`config.mk`:
```
export PLATFORM = sky130hd
export DESIGN_NAME = concat_packer
export DESIGN_NICKNAME = d
export VERILOG_FILES = /design/src/rtl/concat_packer.sv
export SDC_FILE = /design/constraint.sdc
export NUM_CORES = 1
export LEC_CHECK = 0
export ABC_AREA = 1
export BUFFER_PORTS_ARGS = -buffer_cell sky130_fd_sc_hd__buf_2
export CORE_ASPECT_RATIO = 1.5
export CORE_UTILIZATION = 50
export CTS_CLUSTER_SIZE = 40
export DETAILED_ROUTE_END_ITERATION = 10
export PLACE_DENSITY_LB_ADDON = 0.1
export SLEW_MARGIN = 15
export SYNTH_ARGS = -nofsm -noshare
export SYNTH_HDL_FRONTEND = slang
export SYNTH_SLANG_ARGS = --single-unit
```
`constraint.sdc`:
```
create_clock -name clk -period 4.9 [get_ports clk]
set_input_delay 0.98 -clock clk [delete_from_list [all_inputs] [get_ports clk]]
set_output_delay 0.98 -clock clk [all_outputs]
set_load 0.02 [all_outputs]
```
`src/rtl/concat_packer.sv`:
```
// Sequential bit-field concatenator: appends replicated variable-width fields MSB-first
// and emits fixed OUT_W words through a single output slot, padding flushed partial words.
module concat_packer #(
    parameter int   IN_W    = 8,
    parameter int   OUT_W   = 32,
    parameter int   REP_W   = 4,
    parameter logic PAD_BIT = 1'b0,
    localparam int  LEN_W   = $clog2(IN_W + 1),
    localparam int  CNT_W   = $clog2(OUT_W + 1)
) (
    input  logic             clk,
    input  logic             rst_n,
    input  logic             in_valid,
    output logic             in_ready,
    input  logic [IN_W-1:0]  in_data,
    input  logic [LEN_W-1:0] in_len,
    input  logic [REP_W-1:0] in_rep,
    input  logic             in_last,
    output logic             out_valid,
    input  logic             out_ready,
    output logic [OUT_W-1:0] out_data,
    output logic [CNT_W-1:0] out_fill,
    output logic             out_last
);

    localparam int WIDE_W = OUT_W + IN_W;
    localparam int SUM_W  = $clog2(WIDE_W + 1);

    typedef enum logic [1:0] {
        S_IDLE,
        S_REP,
        S_FLUSH
    } state_t;

    state_t           r_state,  w_state_nxt;
    logic [OUT_W-1:0] r_acc,    w_acc_nxt;
    logic [CNT_W-1:0] r_cnt,    w_cnt_nxt;
    logic [IN_W-1:0]  r_data,   w_data_nxt;
    logic [LEN_W-1:0] r_len,    w_len_nxt;
    logic             r_last,   w_last_nxt;
    logic [REP_W-1:0] r_remain, w_remain_nxt;
    logic             r_active;

    logic             r_out_valid;
    logic [OUT_W-1:0] r_out_data;
    logic [CNT_W-1:0] r_out_fill;
    logic             r_out_last;

    logic             w_load;
    logic [OUT_W-1:0] w_load_data;
    logic [CNT_W-1:0] w_load_fill;
    logic             w_load_last;
    logic             w_in_ready;
    logic             w_slot_free;

    // Append datapath, shared by the first copy (IDLE) and the repeats (REP).
    logic [LEN_W-1:0]  w_len_clamp;
    logic [IN_W-1:0]   w_app_data;
    logic [LEN_W-1:0]  w_app_len;
    logic [IN_W-1:0]   w_field;
    logic [WIDE_W-1:0] w_wide;
    logic [SUM_W-1:0]  w_sum;
    logic [SUM_W-1:0]  w_over;
    logic              w_complete;
    logic              w_stall;
    logic [OUT_W-1:0]  w_word;
    logic [OUT_W-1:0]  w_app_acc;
    logic [CNT_W-1:0]  w_app_cnt;

    logic [CNT_W-1:0]  w_flush_sh;
    logic [OUT_W-1:0]  w_flush_word;

    assign w_slot_free = !r_out_valid || out_ready;
    assign w_len_clamp = (in_len > LEN_W'(IN_W)) ? LEN_W'(IN_W) : in_len;

    assign w_app_data  = (r_state == S_REP) ? r_data : in_data;
    assign w_app_len   = (r_state == S_REP) ? r_len  : w_len_clamp;
    assign w_field     = w_app_data & ~({IN_W{1'b1}} << w_app_len);

    // acc is right-aligned: its low r_cnt bits are live, everything above is zero.
    assign w_wide      = ({{IN_W{1'b0}}, r_acc} << w_app_len) | {{OUT_W{1'b0}}, w_field};
    assign w_sum       = SUM_W'(r_cnt) + SUM_W'(w_app_len);
    assign w_complete  = (w_sum >= SUM_W'(OUT_W));
    assign w_over      = w_sum - SUM_W'(OUT_W);
    assign w_stall     = w_complete && !w_slot_free;

    assign w_word      = OUT_W'(w_wide >> w_over);
    assign w_app_acc   = w_complete ? OUT_W'(w_wide & ~({WIDE_W{1'b1}} << w_over))
                                    : OUT_W'(w_wide);
    assign w_app_cnt   = w_complete ? CNT_W'(w_over) : CNT_W'(w_sum);

    assign w_flush_sh   = CNT_W'(OUT_W) - r_cnt;
    assign w_flush_word = (r_acc << w_flush_sh)
                        | (PAD_BIT ? ~({OUT_W{1'b1}} << w_flush_sh) : {OUT_W{1'b0}});

    // NOTE: every signal driven here gets a default first, so no path leaves one unassigned
    // and no latch is inferred.
    always_comb begin
        w_state_nxt  = r_state;
        w_acc_nxt    = r_acc;
        w_cnt_nxt    = r_cnt;
        w_data_nxt   = r_data;
        w_len_nxt    = r_len;
        w_last_nxt   = r_last;
        w_remain_nxt = r_remain;
        w_in_ready   = 1'b0;
        w_load       = 1'b0;
        w_load_data  = w_word;
        w_load_fill  = CNT_W'(OUT_W);
        w_load_last  = 1'b0;

        case (r_state)
            S_IDLE: begin
                w_in_ready = r_active && !w_stall;
                if (in_valid && w_in_ready) begin
                    w_data_nxt = in_data;
                    w_len_nxt  = w_len_clamp;
                    w_last_nxt = in_last;
                    w_acc_nxt  = w_app_acc;
                    w_cnt_nxt  = w_app_cnt;
                    if (w_complete) begin
                        w_load      = 1'b1;
                        w_load_last = in_last && (in_rep <= REP_W'(1)) && (w_over == '0);
                    end
                    if (in_rep > REP_W'(1)) begin
                        w_remain_nxt = in_rep - REP_W'(1);
                        w_state_nxt  = S_REP;
                    end else if (in_last && (w_app_cnt != '0)) begin
                        w_state_nxt = S_FLUSH;
                    end
                end
            end

            S_REP: begin
                if (!w_stall) begin
                    w_acc_nxt    = w_app_acc;
                    w_cnt_nxt    = w_app_cnt;
                    w_remain_nxt = r_remain - REP_W'(1);
                    if (w_complete) begin
                        w_load      = 1'b1;
                        w_load_last = r_last && (r_remain == REP_W'(1)) && (w_over == '0);
                    end
                    if (r_remain == REP_W'(1)) begin
                        w_state_nxt = (r_last && (w_app_cnt != '0)) ? S_FLUSH : S_IDLE;
                    end
                end
            end

            S_FLUSH: begin
                if (w_slot_free) begin
                    w_load      = 1'b1;
                    w_load_data = w_flush_word;
                    w_load_fill = r_cnt;
                    w_load_last = 1'b1;
                    w_acc_nxt   = '0;
                    w_cnt_nxt   = '0;
                    w_state_nxt = S_IDLE;
                end
            end

            default: w_state_nxt = S_IDLE;
        endcase
    end

    // NOTE: state registers use non-blocking assignments so every flop samples the
    // pre-edge values, independent of statement order.
    always_ff @(posedge clk or negedge rst_n) begin
        if (!rst_n) begin
            r_state     <= S_IDLE;
            r_acc       <= '0;
            r_cnt       <= '0;
            r_data      <= '0;
            r_len       <= '0;
            r_last      <= 1'b0;
            r_remain    <= '0;
            r_active    <= 1'b0;
            r_out_valid <= 1'b0;
            r_out_data  <= '0;
            r_out_fill  <= '0;
            r_out_last  <= 1'b0;
        end else begin
            r_active <= 1'b1;
            r_state  <= w_state_nxt;
            r_acc    <= w_acc_nxt;
            r_cnt    <= w_cnt_nxt;
            r_data   <= w_data_nxt;
            r_len    <= w_len_nxt;
            r_last   <= w_last_nxt;
            r_remain <= w_remain_nxt;
            // A reload wins over a drain so the slot can turn over every cycle.
            if (w_load) begin
                r_out_valid <= 1'b1;
                r_out_data  <= w_load_data;
                r_out_fill  <= w_load_fill;
                r_out_last  <= w_load_last;
            end else if (out_ready) begin
                r_out_valid <= 1'b0;
            end
        end
    end

    assign in_ready  = w_in_ready;
    assign out_valid = r_out_valid;
    assign out_data  = r_out_data;
    assign out_fill  = r_out_fill;
    assign out_last  = r_out_last;

endmodule

```
==> results_dict.tcl, run 1 <==
set metrics [dict create \
    gpl.final_weighted_congestion 1.06 \
    fp.dieW_um 121 \
    ff_latch_area_mm2 0.00245 \
    initial_core_util 0.510 \
    type_of_the_setup_path_with_the_least_slack "reg2reg" \
    routed_via_count 13400 \
    yosys.cell_count.top_type "nand3_1" \
    num_io_pins 62 \
    setup-tns-final_ns 0 \
    cts.repair_timing.setup_buffer_count 0 \
    finalWirelength_um 47900 \
    die_y_um 181 \
    post_synth_mux_area_share 0.0168 \
    reg2regPathDepth 16 \
    setup-violations-final 0 \
    critical_path.endpoint_type "register" \
    detail_route.wl_per_cell_um 22.9 \
    timing.critical_path.required_ns 5.20 \
    most_numerous_cell_types_in_the_synthesized_netlist "nand3_1 (553), nand2_1 (424), o21ai_0 (165)" \
    synth_flop_cell "dfrtp_1" \
    fillCellCount 2291 \
    antenna_cells_inserted 0 \
    post-dp-hpwl_um 36300 \
    ctsLongestPathBuffers 2 \
    area_fraction_in_and_or_nand_and_nor_cells_after_synthesis 0.483 \
    areaGrowthSynthToFinish_pct 6.24 \
    syn_area_per_cell_um2 5.87 \
    synth_area_mm2 0.0107 \
    port_buffers 61 \
    antenna_found_initial 1 \
    holdPathStages 2 \
    worst_slew_pin_slew_ns 1.22 \
    drt_first_pass_iters 7 \
    cts-resized-gates 0 \
    synthesized_instance_count 1825 \
    highest_clock_frequency_the_design_can_meet_mhz 220 \
    core_mm2 0.0210 \
    synth_top_family_by_area "simple AND/OR/NAND/NOR gates" \
    timing.critical_path.from_type "register" \
    synth_adder_area_share 0.0124 \
    unrepaired_setup_endpoints_after_global_routing "false" \
    report.final.hold_viol_count 0 \
    synthTopCellsByArea "nand3_1 (26%), dfrtp_1 (23%), nand2_1 (15%)" \
    number_of_different_library_cells_in_the_post_synthesis_netlist 49 \
    report.final.slew_viol_count 0 \
    postSynthNetCount 1856 \
    shortest_clock_period_the_worst_path_allows_after_layout_ns 4.54 \
    multi_input_comb_area_mm2 0.00720 \
    starting_drt_drc_count 1880 \
    synth_enable_flop_cells 0 \
    die_area_mm2 0.0220 \
    compound_gate_fraction_of_synth_area 0.150 \
    synth_top_area_cell "nand3_1" \
    synth_sequential_area_ratio 0.229 \
    layout_net_count 1845 \
    netlist.area_leader.share 0.259 \
    critPathArrivalTime_ns 4.83 \
    clock_tree_from_tritoncts "done" \
    synth_async_sr_flop_share 1.00 \
    post_dr_vias_cell 6.44 \
    grt_pass1_wl_um 73700 \
    route.detailed.drc 0 \
    slew-limit-headroom 0.181 \
    tritoncts_num_sinks 98 \
    cap_viol_max_count 0 \
    htreeDepth 3 \
    grt_pass1_vias 12900 \
    route.antenna.remaining_nets 0 \
    parity_gate_share_of_the_synthesized_area_counting_xor_and_xnor_cells 0.00806 \
    cts-root-buf "clkbuf_16" \
    layout-drive-gt1-share 0.0830 \
    clk_pin_slew_ns 0.09 \
    pin_count_of_the_biggest_net_entering_global_routing 65 \
    floorplan.rows 65 \
    warning_count_from_the_yosys_run 0 \
    min_path_type "reg2reg" \
    cts_made_buffers 9 \
    worst_skew_pair.late_latency_ns 0.39 \
    overflow 0 \
    path_max_fanout 20 \
    clock_skew_ns 0.0170 \
    outcome "finished clean" \
    globalRouteTotalUtil 0.450 \
    cts.hold.buffers_added 0 \
    yosys_register_bits 98 \
    min_period_over_period 0.926 \
]
-- flip-flops by register name, summed over array words and instances (netlist names), 2 cells and up --
signal,flops
r_state,2
out_fill,6
r_data,8
r_remain,4
r_len,4
r_acc,32
out_data,32
r_cnt,6
-- cell type report --
type | count | share of cell area
sequential | 98 | 0.216
clock inverter | 5 | 0.00594
timing repair buffer | 97 | 0.0519
multi-input combinational | 1478 | 0.633
tap | 268 | 0.0295
inverter | 130 | 0.0429
clock buffer | 11 | 0.0213
-- path summary, 6_finish.rpt --
path,endpoint,start,slack [ns]
min in group asynchronous,r_acc[23]$_DFFE_PN0P_,rst_n,0.70
min,out_data[4]$_DFFE_PN0P_,out_data[4]$_DFFE_PN0P_,0.48
max,r_acc[26]$_DFFE_PN0P_,r_state[0]$_DFFE_PN0P_,0.36
max in group asynchronous,r_data[0]$_DFFE_PN0P_,rst_n,3.17
min reg2reg,out_data[4]$_DFFE_PN0P_,out_data[4]$_DFFE_PN0P_,0.48
max reg2reg,r_acc[26]$_DFFE_PN0P_,r_state[0]$_DFFE_PN0P_,0.36
-- cells in the final DEF (no fill, tap or decap), types with 11 or more instances in the layout --
| cell type | Yosys | routed |
|---|---|---|
| buf_2 | 32 | 60 |
| mux2i_1 | 18 | 18 |
| o21ai_1 | 11 | 11 |
| nand3_1 | 553 | 553 |
| nor2_1 | 123 | 123 |
| dfrtp_1 | 98 | 98 |
| nand2_1 | 424 | 424 |
| o21ai_0 | 165 | 165 |
| inv_1 | 116 | 116 |
| a21oi_1 | 68 | 68 |
| nand4_1 | 13 | 13 |
| buf_4 | 8 | 36 |
-- per-layer routing --
| layer | vias to the layer above | routed length (um) | share of wire | track usage |
|---|---|---|---|---|
| met5 | - | 12 | 0.00025 | 0 |
| met4 | 2 | 5210 | 0.11 | 0.415 |
| met3 | 273 | 4180 | 0.087 | 0.0944 |
| met2 | 817 | 22000 | 0.46 | 0.718 |
| met1 | 6125 | 16500 | 0.34 | 0.492 |
| li1 | 6215 | - | - | - |
-- critical path: stages, from the launching register on --
cell,delay (ns)
dfrtp_1,0.60
nand2_4,0.27
inv_2,0.33
nand2_1,0.11
nand2_2,0.31
inv_2,0.08
fa_1,0.36
inv_1,0.08
a21oi_1,0.06
o21ai_1,0.29
xor2_1,0.13
buf_4,0.22
nor2_1,0.14
inv_1,0.19
o21ai_0,0.55
o211ai_1,0.43
o21ai_0,0.26
-- through the flow --
stage	utilization	cells	hold WS [ns]	worst slack [ns]	instance area [um2]
finish	0.542	2087	0.480	0.361	11400
global route	0.542	2087	0.499	0.202	11400
CTS	0.542	2087	0.480	0.484	11400
detailed placement	0.527	2071	0.461	0.377	11100
global placement	0.527	2071	0.459	0.445	11100
floorplan	-	1825	0.450	1.03	10700
-- logic make-up (layout without fill, tap and decap cells) --
group           count (synthesis)  count (layout)
fa+ha+maj                      10              10
other cells                     1               1
flops                          98              98
simple gates                 1148            1148
mux                            18              18
buf+inv                       249             243
xor+xnor                        9               9
compound gates                292             292
Power of run 1 is left out: the tool's default activity adds up to more than one toggle a clock period on the data nets, which glitch-free logic cannot reach.
==> run 2, diff against run 1 <==
CORE_ASPECT_RATIO = 1.2   (was 1.5)
==> run 2 against run 1 <==
Worst hold slack worse by 0.0014 ns. Utilization about the same. Setup slack improved by 0.32 ns. Critical path depth shrank 1. Design area about the same. Cell count did not move. First-iteration DRC count decreased by 19%. Clock skew is 0.0071 ns higher. Die area about the same. Critical path type is now reg2out. Critical endpoint is now in_ready. Largest cell class unchanged.
==> results_dict.tcl, run 2 (same netlist as run 1, synthesis figures left out) <==
set metrics [dict create \
    min_period_over_period 0.862 \
    slew-limit-headroom 0.349 \
    die_area_mm2 0.0220 \
    setup-violations-final 0 \
    path_max_fanout 20 \
    type_of_the_setup_path_with_the_least_slack "reg2out" \
    ctsLongestPathBuffers 2 \
    layout-drive-gt1-share 0.0826 \
    route.antenna.remaining_nets 0 \
    core_mm2 0.0210 \
    routed_via_count 13300 \
    globalRouteTotalUtil 0.435 \
    clk_pin_slew_ns 0.09 \
    antenna_found_initial 1 \
    die_y_um 162 \
    finalWirelength_um 46300 \
    htreeDepth 3 \
    cts-root-buf "clkbuf_16" \
    clock_tree_from_tritoncts "done" \
    setup-tns-final_ns 0 \
    timing.critical_path.required_ns 3.92 \
    cts.hold.buffers_added 0 \
    worstPathCellList "inv_2 -> nand2_4 -> inv_2 -> nand2_1 -> nand2_2 -> ha_1 -> nand3_1 -> nand2_1 -> nand2_1 -> a21oi_2 -> xor2_2 -> nand2_1 -> nand2_1 -> nor2_1 -> buf_2" \
    setup_slack_of_the_most_critical_reg_to_reg_path_ns 0.86 \
    grt_pass1_vias 12500 \
    layout_commonest_cell "nand3_1" \
    post_dr_vias_cell 6.39 \
    port_buffers 61 \
    cap_viol_max_count 0 \
    floorplan.rows 58 \
    drt_first_pass_iters 6 \
    unrepaired_setup_endpoints_after_global_routing "false" \
    outcome "finished clean" \
    critical_path.endpoint_type "output port" \
    gpl.final_weighted_congestion 1.15 \
    antenna_cells_inserted 0 \
    layout.cells.most_common_list "nand3_1 (553), nand2_1 (424), o21ai_0 (165)" \
    fillCellCount 2231 \
    worst_skew_pair.late_latency_ns 0.39 \
    detail_route.wl_per_cell_um 22.2 \
    tritoncts_num_sinks 98 \
    crit_path_max_incr_delay_ns 0.43 \
    hold_ws_ns 0.478 \
    highest_clock_frequency_the_design_can_meet_mhz 237 \
    clock_skew_ns 0.0241 \
    cts.repair_timing.setup_buffer_count 0 \
    fp.dieW_um 136 \
    worst_path_dominant_cell_family "simple AND/OR/NAND/NOR gates" \
    timing.critical_path.from_type "register" \
    post-dp-hpwl_um 34600 \
    critPathArrivalTime_ns 3.24 \
    report.final.slew_viol_count 0 \
    grt_pass1_wl_um 71300 \
    worst_slew_pin_slew_ns 0.976 \
    areaGrowthSynthToFinish_pct 6.18 \
    critPathSlowestCell "dfrtp_1" \
    route.detailed.drc 0 \
    report.final.hold_viol_count 0 \
    min_path_type "reg2reg" \
    cts_made_buffers 9 \
    layout_net_count 1843 \
    initial_core_util 0.510 \
    shortest_clock_period_the_worst_path_allows_after_layout_ns 4.22 \
    num_io_pins 62 \
    starting_drt_drc_count 1518 \
    pin_count_of_the_biggest_net_entering_global_routing 69 \
    cts-resized-gates 0 \
    crit_top_cell "nand2_1" \
    timing.critical_path.buf_inv 3 \
    overflow 0 \
]
[run 2: changes by cell type in the layout (fill, tap and decap cells not counted), sizes merged]
cell,delta
buf,-2
clkbuf,-2
clkinv,+2
clkinvlp,+1
inv,-1
[run 2: stage by stage]
stage | cells | worst slack, ns | util | area, um2
CTS | 2087 | 0.722 | 0.542 | 11400
global route | 2087 | 0.524 | 0.542 | 11400
finish | 2087 | 0.678 | 0.542 | 11400
floorplan | 1825 | 1.03 | - | 10700
detailed placement | 2071 | 0.597 | 0.527 | 11100
global placement | 2071 | 0.665 | 0.527 | 11100
[run 2: tightest hold or removal path, stage by stage (launching register included)]
cell,delay (ns)
dfrtp_1,0.35
nand2_1,0.05
nand2_1,0.05
[run 2: worst paths after layout]
| check | startpoint | to | cells past startpoint |
|---|---|---|---|
| setup reg to reg | r_state[1]$_DFFE_PN0P_ | out_data[28]$_DFFE_PN0P_ | 17 |
| max in group asynchronous | rst_n | r_acc[0]$_DFFE_PN0P_ | 2 |
| hold / removal | out_data[7]$_DFFE_PN0P_ | out_data[7]$_DFFE_PN0P_ | 2 |
| min in group asynchronous | rst_n | r_acc[23]$_DFFE_PN0P_ | 1 |
| hold reg to reg | out_data[7]$_DFFE_PN0P_ | out_data[7]$_DFFE_PN0P_ | 2 |
| setup / recovery | r_state[1]$_DFFE_PN0P_ | in_ready | 15 |
[run 2: final cells by class]
| class | instances | area (um2) | area share |
|---|---|---|---|
| multi-input combinational | 1478 | 7200 | 0.633 |
| sequential | 98 | 2450 | 0.216 |
| timing repair buffer | 95 | 576 | 0.0506 |
| inverter | 130 | 488 | 0.0429 |
| tap | 270 | 338 | 0.0297 |
| clock buffer | 9 | 225 | 0.0198 |
| clock inverter | 7 | 91.3 | 0.00803 |
[run 2: metal layers]
metal,global-route usage,up-vias,share of wire
met2,0.694,810,0.45
li1,-,6215,-
met3,0.101,242,0.089
met5,0,-,0
met4,0.319,0,0.083
met1,0.508,6068,0.37
Power of run 2 is left out for the same reason.
